File: config.mk
export PLATFORM = sky130hd
export DESIGN_NAME = dm_store_buffer
export DESIGN_NICKNAME = d
export VERILOG_FILES = /design/src/rtl/dm_store_buffer_pkg.sv /design/src/rtl/sb_tag_match.sv /design/src/rtl/dm_store_buffer.sv
export SDC_FILE = /design/constraint.sdc
export NUM_CORES = 1
export LEC_CHECK = 0
export ABC_CLOCK_PERIOD_IN_PS = 4900
export BUFFER_PORTS_ARGS = -buffer_cell sky130_fd_sc_hd__clkbuf_2
export CORE_MARGIN = 5
export CORE_UTILIZATION = 61
export DETAILED_ROUTE_END_ITERATION = 10
export GPL_TIMING_DRIVEN = 0
export PLACE_DENSITY = 0.86
export SLEW_MARGIN = 15
export SYNTH_ARGS = -nofsm -noshare
export SYNTH_HDL_FRONTEND = slang
export SYNTH_HIERARCHICAL = 1
export SYNTH_SLANG_ARGS = --single-unit
export TNS_END_PERCENT = 20
File: constraint.sdc
create_clock -name Clk -period 4.9 [get_ports Clk]
set_input_delay 0.49 -clock Clk [delete_from_list [all_inputs] [get_ports Clk]]
set_output_delay 0.49 -clock Clk [all_outputs]
set_load 0.05 [all_outputs]
File: src/rtl/dm_store_buffer_pkg.sv
`default_nettype none
// ============================================================================
//  Module   : dm_store_buffer_pkg
//  Purpose  : Shared definitions for the DM word-store write buffer:
//             default geometry, DM address window and the entry record.
//  Revision : 1.0  initial release
// ============================================================================
package dm_store_buffer_pkg;

    // Default buffer geometry
    localparam int SB_DEPTH = 4;          // entries (power of 2, >= 2)
    localparam int SB_AW    = 12;         // word-address (tag) width

    // Data-memory address window served through the buffer
    localparam logic [31:0] DM_BASE  = 32'h0000_0000;
    localparam logic [31:0] DM_LIMIT = 32'h0000_2fff;

    // One buffered store
    typedef struct packed {
        logic              valid;
        logic [SB_AW-1:0]  tag;
        logic [31:0]       data;
    } sb_entry_t;

endpackage : dm_store_buffer_pkg
`default_nettype wire

File: src/rtl/sb_tag_match.sv
`default_nettype none
// ============================================================================
//  Module   : sb_tag_match
//  Purpose  : DEPTH-way tag comparator for the store buffer. Produces a
//             one-hot hit vector and the data of the hitting entry.
//  Ports    : valid    - per-entry valid bits
//             tags     - per-entry word tags
//             datas    - per-entry store data
//             tag      - tag being looked up
//             hit_vec  - one-hot hit (tags are unique among valid entries)
//             hit      - any entry hit
//             hit_data - data of the hitting entry, 0 on miss
//  Revision : 1.0  initial release
// ============================================================================
module sb_tag_match
    import dm_store_buffer_pkg::*;
#(
    parameter int DEPTH = SB_DEPTH,
    parameter int AW    = SB_AW
) (
    input  logic [DEPTH-1:0]           valid,
    input  logic [DEPTH-1:0][AW-1:0]   tags,
    input  logic [DEPTH-1:0][31:0]     datas,
    input  logic [AW-1:0]              tag,
    output logic [DEPTH-1:0]           hit_vec,
    output logic                       hit,
    output logic [31:0]                hit_data
);

    for (genvar i = 0; i < DEPTH; i++) begin : g_cmp
        assign hit_vec[i] = valid[i] && (tags[i] == tag);
    end

    assign hit = |hit_vec;

    // AND-OR mux: at most one bit of hit_vec is set
    always_comb begin
        hit_data = '0;
        for (int i = 0; i < DEPTH; i++) begin
            if (hit_vec[i]) begin
                hit_data = hit_data | datas[i];
            end
        end
    end

endmodule : sb_tag_match
`default_nettype wire

File: src/rtl/dm_store_buffer.sv
`default_nettype none
// ============================================================================
//  Module   : dm_store_buffer
//  Purpose  : Word-store write buffer between the M-stage and data memory.
//             Stores enter a small FIFO and drain one per cycle whenever the
//             DM port is not used by a load. Loads forward from the buffer on
//             a tag hit, otherwise return DM read data. Same-word stores
//             coalesce so buffered tags stay unique.
//  Ports    : Clk, reset (async, active-low)
//             req_valid/req_we/req_addr/req_wdata/req_exc - M-stage access
//             fence  - drain request; stall held until the buffer is empty
//             rdata  - combinational load data
//             stall, empty, count - buffer status
//             dm_addr/dm_wd/dm_we - DM port, dm_rd - DM read data
//  Revision : 1.0  initial release
// ============================================================================
module dm_store_buffer
    import dm_store_buffer_pkg::*;
#(
    parameter int DEPTH = SB_DEPTH,
    parameter int AW    = SB_AW
) (
    input  logic                        Clk,
    input  logic                        reset,
    input  logic                        req_valid,
    input  logic                        req_we,
    input  logic [31:0]                 req_addr,
    input  logic [31:0]                 req_wdata,
    input  logic                        req_exc,
    input  logic                        fence,
    output logic [31:0]                 rdata,
    output logic                        stall,
    output logic                        empty,
    output logic [$clog2(DEPTH):0]      count,
    output logic [31:0]                 dm_addr,
    output logic [31:0]                 dm_wd,
    output logic                        dm_we,
    input  logic [31:0]                 dm_rd
);

    localparam int PW = $clog2(DEPTH);
    localparam int CW = PW + 1;

    logic [PW-1:0]              r_head;
    logic [PW-1:0]              r_tail;
    logic [CW-1:0]              r_count;
    logic [DEPTH-1:0]           r_valid;
    logic [DEPTH-1:0][AW-1:0]   r_tag;
    logic [DEPTH-1:0][31:0]     r_data;

    logic                       w_ld;
    logic                       w_st;
    logic                       w_empty;
    logic                       w_drain;
    logic [AW-1:0]              w_tag;
    logic [DEPTH-1:0]           w_hit_vec;
    logic                       w_hit;
    logic [31:0]                w_hit_data;
    logic                       w_head_hit;
    logic                       w_coalesce;
    logic                       w_enq;
    logic                       w_unused_ok;

    assign w_ld    = req_valid & ~req_we & ~req_exc;
    assign w_st    = req_valid &  req_we & ~req_exc;
    assign w_empty = (r_count == '0);
    assign w_tag   = req_addr[AW+1:2];

    // The single DM port belongs to a load when one is present
    assign w_drain = ~w_ld & ~w_empty;

    sb_tag_match #(
        .DEPTH (DEPTH),
        .AW    (AW)
    ) u_match (
        .valid    (r_valid),
        .tags     (r_tag),
        .datas    (r_data),
        .tag      (w_tag),
        .hit_vec  (w_hit_vec),
        .hit      (w_hit),
        .hit_data (w_hit_data)
    );

    // A hit on the head that is leaving this cycle cannot be overwritten:
    // the old data goes to DM now and the new data is queued behind it.
    assign w_head_hit = w_hit_vec[r_head];
    assign w_coalesce = w_st & w_hit & ~(w_drain & w_head_hit);
    assign w_enq      = w_st & ~w_coalesce;

    always_ff @(posedge Clk or negedge reset) begin
        if (!reset) begin
            r_head  <= '0;
            r_tail  <= '0;
            r_count <= '0;
            r_valid <= '0;
            r_tag   <= '0;
            r_data  <= '0;
        end else begin
            if (w_drain) begin
                r_valid[r_head] <= 1'b0;
                r_head          <= r_head + PW'(1);
            end
            if (w_coalesce) begin
                for (int i = 0; i < DEPTH; i++) begin
                    if (w_hit_vec[i]) begin
                        r_data[i] <= req_wdata;
                    end
                end
            end
            // Placed after the drain so a full-buffer enqueue into the slot
            // being vacated (tail == head) wins.
            if (w_enq) begin
                r_valid[r_tail] <= 1'b1;
                r_tag[r_tail]   <= w_tag;
                r_data[r_tail]  <= req_wdata;
                r_tail          <= r_tail + PW'(1);
            end
            case ({w_enq, w_drain})
                2'b10:   r_count <= r_count + CW'(1);
                2'b01:   r_count <= r_count - CW'(1);
                default: r_count <= r_count;
            endcase
        end
    end

    assign count = r_count;
    assign empty = w_empty;
    assign stall = fence & ~w_empty;
    assign dm_we = w_drain;

    always_comb begin
        rdata   = '0;
        dm_addr = '0;
        dm_wd   = '0;
        if (reset) begin
            dm_wd = r_data[r_head];
            if (w_ld) begin
                dm_addr = {req_addr[31:2], 2'b00};
                rdata   = w_hit ? w_hit_data : dm_rd;
            end else begin
                dm_addr = {{(30-AW){1'b0}}, r_tag[r_head], 2'b00};
            end
        end
    end

    // Byte-offset bits carry no information for word accesses
    assign w_unused_ok = &{1'b0, req_addr[1:0]};

endmodule : dm_store_buffer
`default_nettype wire

* Yosys cells after proc, flatten, opt, wreduce, memory -nomap -nowiden
Index checks and enable logic that the tools add are counted.
** Storage, ports and cells
- Register bits :: 187
- Input bits :: 102
- Output and inout port bits :: 102
- Word-level logic and storage cells :: 92
** Operators by class
- $add $sub $neg :: 4
- Magnitude comparators :: 4
- Equality and inequality tests :: 6
- Muxes and demuxes :: 35
- Bitwise gates (word level) :: 22
- Reductions and logical operators :: 9
** Operators by type and width (number)
- 2-to-1 mux 32 bit :: 16
- 2-to-1 mux 128 bit :: 2
- bitwise mux 128 bit :: 1
- OR 32 bit :: 3
- binary-select mux 32 bit (select 2 bit) :: 1
- demux 32 bit (select 2 bit) :: 1
- bitwise mux 48 bit :: 1
- == test 12 bit :: 4
- binary-select mux 12 bit (select 2 bit) :: 1
- demux 12 bit (select 2 bit) :: 1
- 2-to-1 mux 12 bit :: 2
- bitwise AND 1 bit :: 10
- 2-to-1 mux 4 bit :: 2
- logical AND 1 bit :: 6
- less-than comparator 2 x 3 -> 1 bit, second input constant :: 2
- NOT 1 bit :: 6
- case mux 3 bit (2 select lines) :: 1
- adder 2 x 1 -> 2 bit, second input constant :: 2
- bitwise AND 4 bit :: 1
- demux 1 bit (select 2 bit) :: 2
- >= comparator 2 x 1 -> 1 bit, second input constant :: 2
- NOT 4 bit :: 1
- OR 4 bit :: 1
- OR reduction 4 bit :: 1
- other kinds (8) :: 10

* Longest topological paths before layout
Gate-level depths: netlist of the first run.
- Depth after elaboration :: 12
- Gate-level depth with buffers :: 17
- Depth with buffers taken out :: 15

* Modules after synthesis
Netlist of the first run, hierarchy kept.
** Modules (own cells, without submodules)
- dm_store_buffer :: times used 1, cells an instance 673, area each 9863.2 um^2, seq. area each 4679.5 um^2
- sb_tag_match :: times used 1, cells an instance 191, area each 1485.2 um^2, seq. area each 0.0 um^2

* Worst setup path after synthesis of the first run
Ideal clock, no wire load.
- Kind :: in2out
- Start point :: input port req_addr[11]
- End point :: output port rdata[10]
- Arrival :: 2935 ps
- Data required time :: 4410 ps
- Slack :: 1475 ps
- Stages on the path :: 9
- Buffers on the path :: 3
- Cell sequence :: buf_4 > xnor2_2 > nand3_1 > nor4_4 > or4_1 > buf_2 > buf_1 > mux2i_1 > nor2_1
** On the way
- Elaborated cells on any way between the ends :: 19
- Those cells by class :: eq/ne (4); mux (7); bitwise (3); reduce/logical (5)
** RTL lines
- start, declared :: line dm_store_buffer.sv:27 : input logic [31:0] req_addr,
- == test 12 bit :: line sb_tag_match.sv:31 : assign hit_vec[i] = valid[i] && (tags[i] == tag);
- logical AND 1 bit :: line sb_tag_match.sv:31
- OR reduction 4 bit (*) :: line sb_tag_match.sv:34 : assign hit = |hit_vec;
- named net w_hit :: line dm_store_buffer.sv:57 : logic w_hit;
- 2-to-1 mux 32 bit (*) :: line dm_store_buffer.sv:140 : rdata = w_hit ? w_hit_data : dm_rd;
- 2-to-1 mux 32 bit (*) :: line dm_store_buffer.sv:138 : if (w_ld) begin
- 2-to-1 mux 32 bit (*) :: line dm_store_buffer.sv:136 : if (reset) begin
- end, declared :: line dm_store_buffer.sv:31 : output logic [31:0] rdata,
Mark *: on every way through the listed nets, which the timed path passes. The rest lies on a longest branch.

* Worst setup path after layout of the first run
- Start point :: register r_tag[22] (netlist bit)
- End point :: output port rdata[17]
** On the way
- Elaborated cells on any way between the ends :: 11
- Those cells by class :: eq/ne (1); mux (6); bitwise (2); reduce/logical (2)
** RTL lines
- start, declared :: line dm_store_buffer.sv:48 : logic [DEPTH-1:0][AW-1:0] r_tag;
- start signal, assigned by index :: line dm_store_buffer.sv:115 : r_tag[r_tail] <= w_tag;
- == test 12 bit :: line sb_tag_match.sv:31
- logical AND 1 bit :: line sb_tag_match.sv:31
- named net w_hit_vec[1] :: line dm_store_buffer.sv:56 : logic [DEPTH-1:0] w_hit_vec;
- OR reduction 4 bit :: line sb_tag_match.sv:34
- named net w_hit :: line dm_store_buffer.sv:57
- 2-to-1 mux 32 bit :: line dm_store_buffer.sv:140
- 2-to-1 mux 32 bit :: line dm_store_buffer.sv:138
- 2-to-1 mux 32 bit :: line dm_store_buffer.sv:136
The timed path passes the listed nets, and every way through them passes these cells.

==> results of run 1 <==
-- worst max-delay path, stage by stage, from the launching register on --
cell	delay, ns
dfrtp_1	0.41
xnor2_1	0.21
nand4_1	0.17
nor4_2	0.78
and2_1	0.31
or4_1	0.13
buf_2	0.24
buf_1	0.67
mux2i_1	0.20
nor2_1	0.16
clkbuf_2	0.30
-- registers in the layout, indices dropped and copies added (netlist names) --
register,count
count,3
r_head,2
r_tail,2
r_data,128
r_valid,4
r_tag,48
-- power breakdown --
group	internal, mW	leakage, nW	switching [mW]
Combinational	1.91	3.93	1.85
Clock	0.682	0.288	0.682
Sequential	2.30	2.29	0.687
Total	4.89	6.51	3.22
-- metal layers --
metal	wire length (um)	vias up
met5	13	-
met4	985	2
met3	2690	58
met2	14500	437
met1	12500	4195
li1	-	3593
-- final timing paths --
check	endpoint	slack, ns	start	depth (start not counted)
max in group asynchronous	r_data[6]	3.85	reset	2
max	rdata[17]	0.38	r_tag[22]	10
max reg2reg	count[2]	0.88	r_tag[22]	16
min reg2reg	r_valid[2]	0.50	r_valid[2]	2
min	r_tag[15]	0.12	reset	1
min in group Clk	r_data[116]	0.33	req_wdata[20]	2
-- kinds of logic (layout without fill, tap and decap cells) --
family | Yosys count | count (layout) | synth area share, %
muxes | 255 | 255 | 33.3
buffers and inverters | 80 | 312 | 4.43
adders and majority gates | 10 | 10 | 1.17
DFF | 187 | 187 | 41.2
xor gates and xnor gates | 50 | 50 | 3.99
other | 1 | 2 | 0.0330
and+or+nand+nor | 195 | 195 | 9.18
AOI/OAI and AO/OA | 86 | 86 | 6.69
-- placed cells by master, fill, tap and decap left out, types with 19 or more instances in the layout --
cell        n
buf_6      21
a32oi_1    32
and3_1     19
mux2i_1    34
mux4_2     44
clkbuf_1   19
clkbuf_2  199
a22oi_1    28
xnor2_1    43
and2_1     33
nand2_1    81
dfrtp_1   187
mux2_4    120
nor2_1     34
mux2_2     57
-- through the flow --
stage                     instance area (sq um)  setup WS (ns)
after floorplan                           11400           1.47
final                                     13200          0.381
after detailed placement                  12700          0.597
after global routing                      13200          0.239
after global placement                    12600          -1.25
after CTS                                 13200          0.422
-- layout make-up --
cell class	instances	area (sq um)	area share [%]
multi-input cells	598	6170	46.6
flip-flops and latches	187	4680	35.3
repair buffers	200	1030	7.79
plain buffers	69	462	3.49
clock buffers	17	425	3.21
well taps	229	287	2.16
clock inverters	15	151	1.14
inverters	11	41.3	0.312
==> metrics.md, run 1 <==
| Metric | Value |
|---|---|
| Outcome | `finished clean` |
| FILL cells | `1195` |
| Final Power | `8.11 mW` |
| Period utilization | `92.2%` |
| I/O Pins | `204` |
| CP required | `4.41 ns` |
| DRT antenna net count | `0` |
| # DRC | `0` |
| Synth top cells by count | `dfrtp_1 (187), mux2_4 (120), nand2_1 (81), mux2_2 (57), mux4_2 (44)` |
| # setup viols final | `0` |
| WL/cell | `23.1 um` |
| Cell accounting for the most synthesized area | `dfrtp_1` |
| Number of max-cap violations | `0` |
| Max_slew headroom | `23.6%` |
| Gr ovfl total | `0` |
| Placed insts | `1294` |
| Rows | `49` |
| Synth Warn # | `6` |
| Setup_tns | `0 ns` |
| Minimum clock period | `4.52 ns` |
| Peak VDD IR | `0.374 mV` |
| Setup crit end kind | `primary output` |
| Max Slew Vio Count | `0` |
| Largest net degree at the start of global routing | `99` |
| Vias per Instance | `6.25` |
| Drt initial violations | `680` |
| Post-cts resize count | `0` |
| Number of global-route vias before repair | `8848` |
| Area Overhead vs Synth | `16.7%` |
| Final HPWL DP | `21400 um` |
| Core ar. | `18100 sq um` |
| Crit Path Max Fanout | `10` |
| Die extent in y | `146 um` |
| Setup Buffers After CTS | `0` |
| Total vias in the final route | `8285` |
| GR Util met3 | `7.87%` |
| Top-count cell post-synth | `dfrtp_1` |
| CP startpoint kind | `flop` |
| Post-Route Skew | `0.0157 ns` |
| Pwr/cell area | `612 nW/um^2` |
| Synth unique cells | `45` |
| Clk root buf | `clkbuf_16` |
| GP Congestion | `0.861` |
| Post-Syn Area | `11300 sq um` |
| Type of the worst setup path | `reg -> out` |
| Final #Nets | `1196` |
| Seq/Total Area, Yosys | `41.2%` |
| GRT Total Usage | `29.2%` |
| Layout cell share with drive strength beyond 1 | `47.8%` |
| Number of synthesized flops with an enable pin | `0` |
| First-pass GRT wire length | `49200 um` |
| Ant. Diodes | `0` |
| Pleak | `6.51 nW` |
| Final non-filler cell total | `1326` |
| Clock transition at the registers of the reported paths | `0.07 ns` |
| WL final | `30700 um` |
| Final hold vios | `0` |
| Met2 usage | `45.5%` |
| Pre-antenna DRT Iters | `5` |
| Top post-synthesis cells by area | `dfrtp_1 (41%), mux2_4 (16%), mux4_2 (8.7%), mux2_2 (5.7%), xnor2_1 (3.3%)` |
| Max Freq | `221 MHz` |
| Die Footprint | `21400 sq um` |
| Clk_lat worst skew | `0.44 ns` |
| Hold-fix buffers, CTS | `0` |
| Yosys top cell area share | `41.2%` |
| WHS | `0.119 ns` |
| Clock buffer depth | `2` |
| Clock tree from TritonCTS | `built` |
| GRT Max-Usage Layer | `met2` |
| Data arrival, critical path | `4.03 ns` |
| Ys flop type | `dfrtp_1` |
| H-tree depth | `4` |
| Grt met1 use | `39.2%` |
| Number of synthesized register bits | `187` |
| Worst Hold Class | `in -> async` |
| Synth Instances | `864` |
| Transition time of the tightest slew-check pin | `1.14 ns` |
| Die span in x | `146 um` |
| Final Core Density | `73.0%` |
| Avg Cell Area, Syn | `13.1 sq um` |
| CTS buffer count | `17` |
| RSZ-0062 raised after global routing | `no` |
| Asr flop ratio synth | `100%` |
| Initial Util | `62.5%` |
| Initial antenna violation count | `1` |
| Total clock sinks | `187` |
| Port Buffers | `199` |
Note: power is estimated with default switching activity, not from simulation.
==> run 2: changes to the inputs <==
Settings changed: CORE_ASPECT_RATIO set to 1.2.
==> run 2 against run 1 <==
  * Power grew 0.29%
  * Utilization shrank 0.30 points
  * First-iteration DRC count shrank 13%
  * Combinational power hardly changed
  * Largest cell class unchanged
  * Sequential power about the same
  * Critical path depth stayed put
==> metrics.md, run 2 (synthesis results as in run 1) <==
| Metric | Value |
|---|---|
| Outcome | `finished clean (unchanged)` |
| Post-Route Skew | `0.00868 ns (was 0.0157 ns)` |
| Total vias in the final route | `8163 (was 8285)` |
| Setup crit end kind | `primary output (unchanged)` |
| Ant. Diodes | `0 (unchanged)` |
| Period utilization | `90.1% (was 92.2%)` |
| Pre-antenna DRT Iters | `5 (unchanged)` |
| Type of the worst setup path | `reg -> out (unchanged)` |
| # setup viols final | `0 (unchanged)` |
| Die Footprint | `21400 sq um (about the same)` |
| Data arrival, critical path | `3.93 ns (was 4.03 ns)` |
| Number of max-cap violations | `0 (unchanged)` |
| Drt initial violations | `595 (was 680)` |
| Final hold vios | `0 (unchanged)` |
| Clk_lat worst skew | `0.43 ns (was 0.44 ns)` |
| CP required | `4.41 ns (about the same)` |
| Top delay family on crit path | `simple AND/OR/NAND/NOR gates (unchanged)` |
| Die span in x | `135 um (was 146 um)` |
| Pleak | `6.52 nW (was 6.51 nW)` |
| GRT Total Usage | `28.2% (was 29.2%)` |
| Largest net degree at the start of global routing | `97 (was 99)` |
| Final #Nets | `1196 (unchanged)` |
| Final Core Density | `72.7% (was 73.0%)` |
| Core ar. | `18200 sq um (was 18100 sq um)` |
| Max_slew headroom | `14.2% (was 23.6%)` |
| Largest Register | `r_data (unchanged)` |
| Worst path cell trace | `xnor2_1, nand4_1, nor4_2, and2_1, or4_1, buf_2, buf_1, mux2i_1, nor2_1, clkbuf_2 (unchanged)` |
| Hold-fix buffers, CTS | `0 (unchanged)` |
| Initial Util | `62.2% (was 62.5%)` |
| Peak VDD IR | `0.388 mV (was 0.374 mV)` |
| Vias per Instance | `6.18 (was 6.25)` |
| CP startpoint kind | `flop (unchanged)` |
| Clk root buf | `clkbuf_16 (unchanged)` |
| Design Area, Final | `13300 sq um (was 13200 sq um)` |
| Pwr/cell area | `613 nW/um^2 (was 612 nW/um^2)` |
| Largest registers | `r_data: 128 flops, r_tag: 48 flops, r_valid: 4 flops (unchanged)` |
| WL final | `30000 um (was 30700 um)` |
| Max Freq | `226 MHz (was 221 MHz)` |
| DRT antenna net count | `0 (unchanged)` |
| Die extent in y | `159 um (was 146 um)` |
| H-tree depth | `4 (unchanged)` |
| Critical path depth | `10 (unchanged)` |
| WL/cell | `22.7 um (was 23.1 um)` |
| Reg2Reg Depth | `16 (unchanged)` |
| Slowest-stage cell, CP | `buf_1 (was nor4_2)` |
| Transition time of the tightest slew-check pin | `1.28 ns (was 1.14 ns)` |
| Final Power | `8.14 mW (was 8.11 mW)` |
| Setup_tns | `0 ns (unchanged)` |
| Rows | `54 (was 49)` |
| Minimum clock period | `4.42 ns (was 4.52 ns)` |
| FILL cells | `1217 (was 1195)` |
| Most frequent cells in the layout | `clkbuf_2 (199), dfrtp_1 (187), mux2_4 (120) (unchanged)` |
| Clock transition at the registers of the reported paths | `0.07 ns (about the same)` |
| Setup Buffers After CTS | `0 (unchanged)` |
| Post-DP Area | `12700 sq um (about the same)` |
| Max reg flops | `128 (unchanged)` |
| Gr ovfl total | `0 (unchanged)` |
| Commonest non-fill, non-tap cell in the layout | `clkbuf_2 (unchanged)` |
| GP Congestion | `0.839 (was 0.861)` |
| Port Buffers | `199 (unchanged)` |
| Worst Hold Class | `in -> async (unchanged)` |
| # DRC | `0 (unchanged)` |
| RSZ-0062 raised after global routing | `no (unchanged)` |
| CP peak stage delay | `0.71 ns (was 0.78 ns)` |
| Post-cts resize count | `0 (unchanged)` |
| I/O Pins | `204 (unchanged)` |
| Buf/Inv on CP | `3 (unchanged)` |
| WHS | `0.109 ns (was 0.119 ns)` |
| Layout cell share with drive strength beyond 1 | `47.7% (was 47.8%)` |
| Clock tree from TritonCTS | `built (unchanged)` |
| Clock buffer depth | `2 (unchanged)` |
| Total clock sinks | `187 (unchanged)` |
| Max Slew Vio Count | `0 (unchanged)` |
| Crit Path Max Fanout | `10 (unchanged)` |
| First-pass GRT wire length | `47400 um (was 49200 um)` |
| Area Overhead vs Synth | `16.9% (was 16.7%)` |
| Number of global-route vias before repair | `8688 (was 8848)` |
| Final HPWL DP | `20600 um (was 21400 um)` |
| Initial antenna violation count | `1 (unchanged)` |
| CTS buffer count | `17 (unchanged)` |
run 2: changes by cell type in the layout (fill, tap and decap cells not counted), moves of 2 or more:
cell and change:
inv_6 -3, clkinv_8 -2, clkinv_2 +2, bufinv_16 +2, clkbuf_8 +4, inv_8 -5
run 2: path summary, 6_finish.rpt:
kind,start,end,slack (ns)
worst max-delay path,r_tag[22],rdata[18],0.48
worst min-delay path,reset,r_tag[27],0.11
worst max register to register,r_tag[22],count[2],0.96
worst min register to register,r_valid[1],r_valid[1],0.50
max in group asynchronous,reset,r_data[98],3.87
min in group Clk,req_wdata[10],r_data[74],0.34
run 2: area by class of cell:
type                       instances  area [sq um]  share of cell area, %
buffer                            69           462                   3.48
clock buffer                      22           484                   3.65
clock inverter                    10           114                  0.858
inverter                          11          41.3                  0.311
multi-input combinational        598          6170                   46.5
sequential                       187          4680                   35.3
tap                              224           280                   2.11
timing repair buffer             200          1030                   7.78
run 2: per-layer routing:
layer | part of all wire, % | vias up | track usage, % | wire, um
li1 | - | 3593 | - | -
met1 | 39 | 4175 | 34.9 | 11700
met2 | 51 | 322 | 47.3 | 15300
met3 | 6.3 | 71 | 6.42 | 1890
met4 | 3.5 | 2 | 12.2 | 1050
met5 | 0.037 | - | 0 | 11
run 2: report_power, final:
part	total [mW]	internal [mW]	switching, mW
combinational	3.74	1.91	1.84
sequential	2.99	2.30	0.690
clock	1.40	0.806	0.593
run 2: through the flow:
step | cells | setup WS [ns]
floorplan | 865 | 1.47
global placement | 1288 | -1.37
detailed placement | 1289 | 0.616
CTS | 1321 | 0.540
global route | 1321 | 0.300
finish | 1321 | 0.484
==> run 3: changes to the inputs <==
Settings changed: ABC_CLOCK_PERIOD_IN_PS 4900 to 4200, CORE_UTILIZATION 61 to 57, PLACE_DENSITY 0.86 to 0.92.
Clock period 4.9 ns to 4.2 ns, I/O delays scaled along.
==> run 3 against run 2 <==
  * Global-route usage barely moved
  * Combinational power rose by 19%
  * Largest power group unchanged
  * Critical endpoint is now rdata[28]
  * Highest routed layer unchanged
  * Wire length rose by 9.1%
  * Cell count rose by 3.0%
  * Power rose by 18%
  * Sequential power rose by 19%
==> metrics.md, run 3 (synthesis results as in run 1) <==
| Metric | Value |
|---|---|
| Final hold vios | `0 (unchanged)` |
| Post-DP Area | `12700 sq um (about the same)` |
| Ant. Diodes | `0 (unchanged)` |
| Final #Nets | `1198 (was 1196)` |
| I/O Pins | `204 (unchanged)` |
| Die Footprint | `22800 sq um (was 21400 sq um)` |
| Peak VDD IR | `0.461 mV (was 0.388 mV)` |
| Initial antenna violation count | `1 (unchanged)` |
| Minimum clock period | `4.16 ns` |
| Outcome | `finished clean (unchanged)` |
| Number of global-route vias before repair | `9105 (was 8688)` |
| Pleak | `6.53 nW (was 6.52 nW)` |
| CP required | `3.78 ns (was 4.41 ns)` |
| WHS | `0.262 ns (was 0.109 ns)` |
| Pre-antenna DRT Iters | `5 (unchanged)` |
| Setup_tns | `0 ns (unchanged)` |
| Vias per Instance | `6.26 (was 6.18)` |
| WL final | `32700 um (was 30000 um)` |
| Transition time of the tightest slew-check pin | `0.934 ns (was 1.28 ns)` |
| Max_slew headroom | `37.6% (was 14.2%)` |
| Critical R2R Launch | `r_tag[25] (was r_tag[22])` |
| Commonest non-fill, non-tap cell in the layout | `clkbuf_2 (unchanged)` |
| Gr ovfl total | `0 (unchanged)` |
| Design Area, Final | `13400 sq um (was 13300 sq um)` |
| Buf/Inv on CP | `3 (unchanged)` |
| Largest registers | `r_data: 128 flops, r_tag: 48 flops, r_valid: 4 flops (unchanged)` |
| Slowest-stage cell, CP | `nor4_4 (was buf_1)` |
| # setup viols final | `0 (unchanged)` |
| Clock buffer depth | `2 (unchanged)` |
| Sequential power share | `36.8% (about the same)` |
| Final Power | `9.64 mW (was 8.14 mW)` |
| Worst path cell trace | `xnor2_1, nand4_2, nor4_4, or4_1, buf_2, clkdlybuf4s15_2, mux2i_1, nor2_1, clkbuf_2 (was xnor2_1, nand4_1, nor4_2, and2_1, or4_1, buf_2, buf_1, mux2i_1, nor2_1, clkbuf_2)` |
| Max Slew Vio Count | `0 (unchanged)` |
| Int Power | `5.87 mW (was 5.02 mW)` |
| Sequential cell area | `4680 sq um (unchanged)` |
| Max Freq | `240 MHz` |
| Reg2Reg Depth | `15 (was 16)` |
| Switching Power | `3.77 mW (was 3.12 mW)` |
| Drt initial violations | `867 (was 595)` |
| Die extent in y | `165 um (was 159 um)` |
| Total vias in the final route | `8517 (was 8163)` |
| Clock network fraction of total power | `17.2% (about the same)` |
| CP peak stage delay | `0.71 ns (about the same)` |
| Initial Util | `58.1% (was 62.2%)` |
| Clock transition at the registers of the reported paths | `0.07 ns (about the same)` |
| Clock tree from TritonCTS | `built (unchanged)` |
| Largest net degree at the start of global routing | `75 (was 97)` |
| Worst setup margin | `0.0368 ns (was 0.484 ns)` |
| # DRC | `0 (unchanged)` |
| Die span in x | `139 um (was 135 um)` |
| Period utilization | `99.1%` |
| Number of max-cap violations | `0 (unchanged)` |
| GP Congestion | `0.828 (was 0.839)` |
| GRT Total Usage | `28.2% (about the same)` |
| Largest Register | `r_data (unchanged)` |
| Rows | `56 (was 54)` |
| H-tree depth | `4 (unchanged)` |
| Pwr/cell area | `721 nW/um^2 (was 613 nW/um^2)` |
| Area Overhead vs Synth | `17.8% (was 16.9%)` |
| Post-Route Skew | `0.0102 ns (was 0.00868 ns)` |
| Setup slack, reg-to-reg | `0.27 ns (was 0.96 ns)` |
| Comb pwr share | `46.1% (was 46.0%)` |
| CTS buffer count | `17 (unchanged)` |
| Core ar. | `19500 sq um (was 18200 sq um)` |
| Max reg flops | `128 (unchanged)` |
| HP Start | `req_wdata[24]` |
| DRT antenna net count | `0 (unchanged)` |
| FILL cells | `1287 (was 1217)` |
| CP startpoint kind | `flop (unchanged)` |
| Clk_lat worst skew | `0.44 ns (was 0.43 ns)` |
| RSZ-0062 raised after global routing | `no (unchanged)` |
| Data arrival, critical path | `3.74 ns (was 3.93 ns)` |
| Pre-CTS setup slack | `0.00917 ns (was 0.616 ns)` |
| Type of the worst setup path | `reg -> out (unchanged)` |
| Setup crit end kind | `primary output (unchanged)` |
| Clk root buf | `clkbuf_16 (unchanged)` |
| Hold path cells | `2` |
| Layout cell share with drive strength beyond 1 | `47.7% (about the same)` |
| RR Endpoint | `count[2] (unchanged)` |
| Port Buffers | `199 (unchanged)` |
| First-pass GRT wire length | `50700 um (was 47400 um)` |
| Crit Path Max Fanout | `10 (unchanged)` |
| Worst Hold Path EP | `r_data[120]` |
| Most frequent cells in the layout | `clkbuf_2 (199), dfrtp_1 (187), mux2_4 (120) (unchanged)` |
| Multi-input gate area | `6180 sq um (was 6170 sq um)` |
| Worst Hold Class | `in -> reg (was in -> async)` |
| WL/cell | `24.0 um (was 22.7 um)` |
| Top delay family on crit path | `simple AND/OR/NAND/NOR gates (unchanged)` |
| Final HPWL DP | `22600 um (was 20600 um)` |
| Sw Ratio | `39.1% (was 38.3%)` |
| Total clock sinks | `187 (unchanged)` |
## run 3: power groups by stage
stage | Combinational (mW) | Clock [mW] | Sequential, mW
final | 4.44 | 1.66 | 3.55
after global placement | 4.25 | 0 | 3.40
after global routing | 4.68 | 1.73 | 3.63
after detailed placement | 4.39 | 0 | 3.50
after CTS | 4.44 | 1.66 | 3.50
after floorplan | 3.52 | 0 | 3.28
## run 3: metal layers
metal  global-route usage [%]  vias up  part of all wire [%]
met3                     6.63      134                   8.5
met2                     47.1      542                    50
met4                     15.7        2                   5.0
li1                         -     3592                     -
met1                     33.9     4247                    37
met5                        0        -                 0.040
## run 3: cell type report
class,count,share of cell area [%]
clock inverter,10,1.06
multi-input combinational,598,46.2
clock buffer,22,3.40
sequential,187,35.0
timing repair buffer,202,8.00
tap,261,2.44
inverter,11,0.309
buffer,69,3.58
## run 3: worst max-delay path by stage
stage                      start        end  slack [ns]  depth (start not counted)
floorplan           req_addr[11]  rdata[10]        0.91                          9
global placement           reset  rdata[15]       -1.72                          6
detailed placement  req_addr[12]   count[2]       0.009                         18
CTS                    r_tag[22]  rdata[28]        0.12                         10
global route           r_tag[25]  rdata[28]        0.04                          9
finish                 r_tag[25]  rdata[28]        0.04                          9
## run 3: repair_timing
| action | in CTS | in global routing |
|---|---|---|
| setup endpoints to repair | 19 | 20 |
| gates cloned | 0 | 0 |
| buffers inserted | 0 | 0 |
| hold endpoints to repair | 46 | 0 |
| hold buffers | 1 | 0 |
| resized for setup | 5 | 1 |
## run 3: stage by stage
stage	util, %	cells
final	68.4	1360
after detailed placement	65.2	1327
after global placement	64.8	1325
after floorplan	-	865
after global routing	68.4	1360
after CTS	68.3	1360
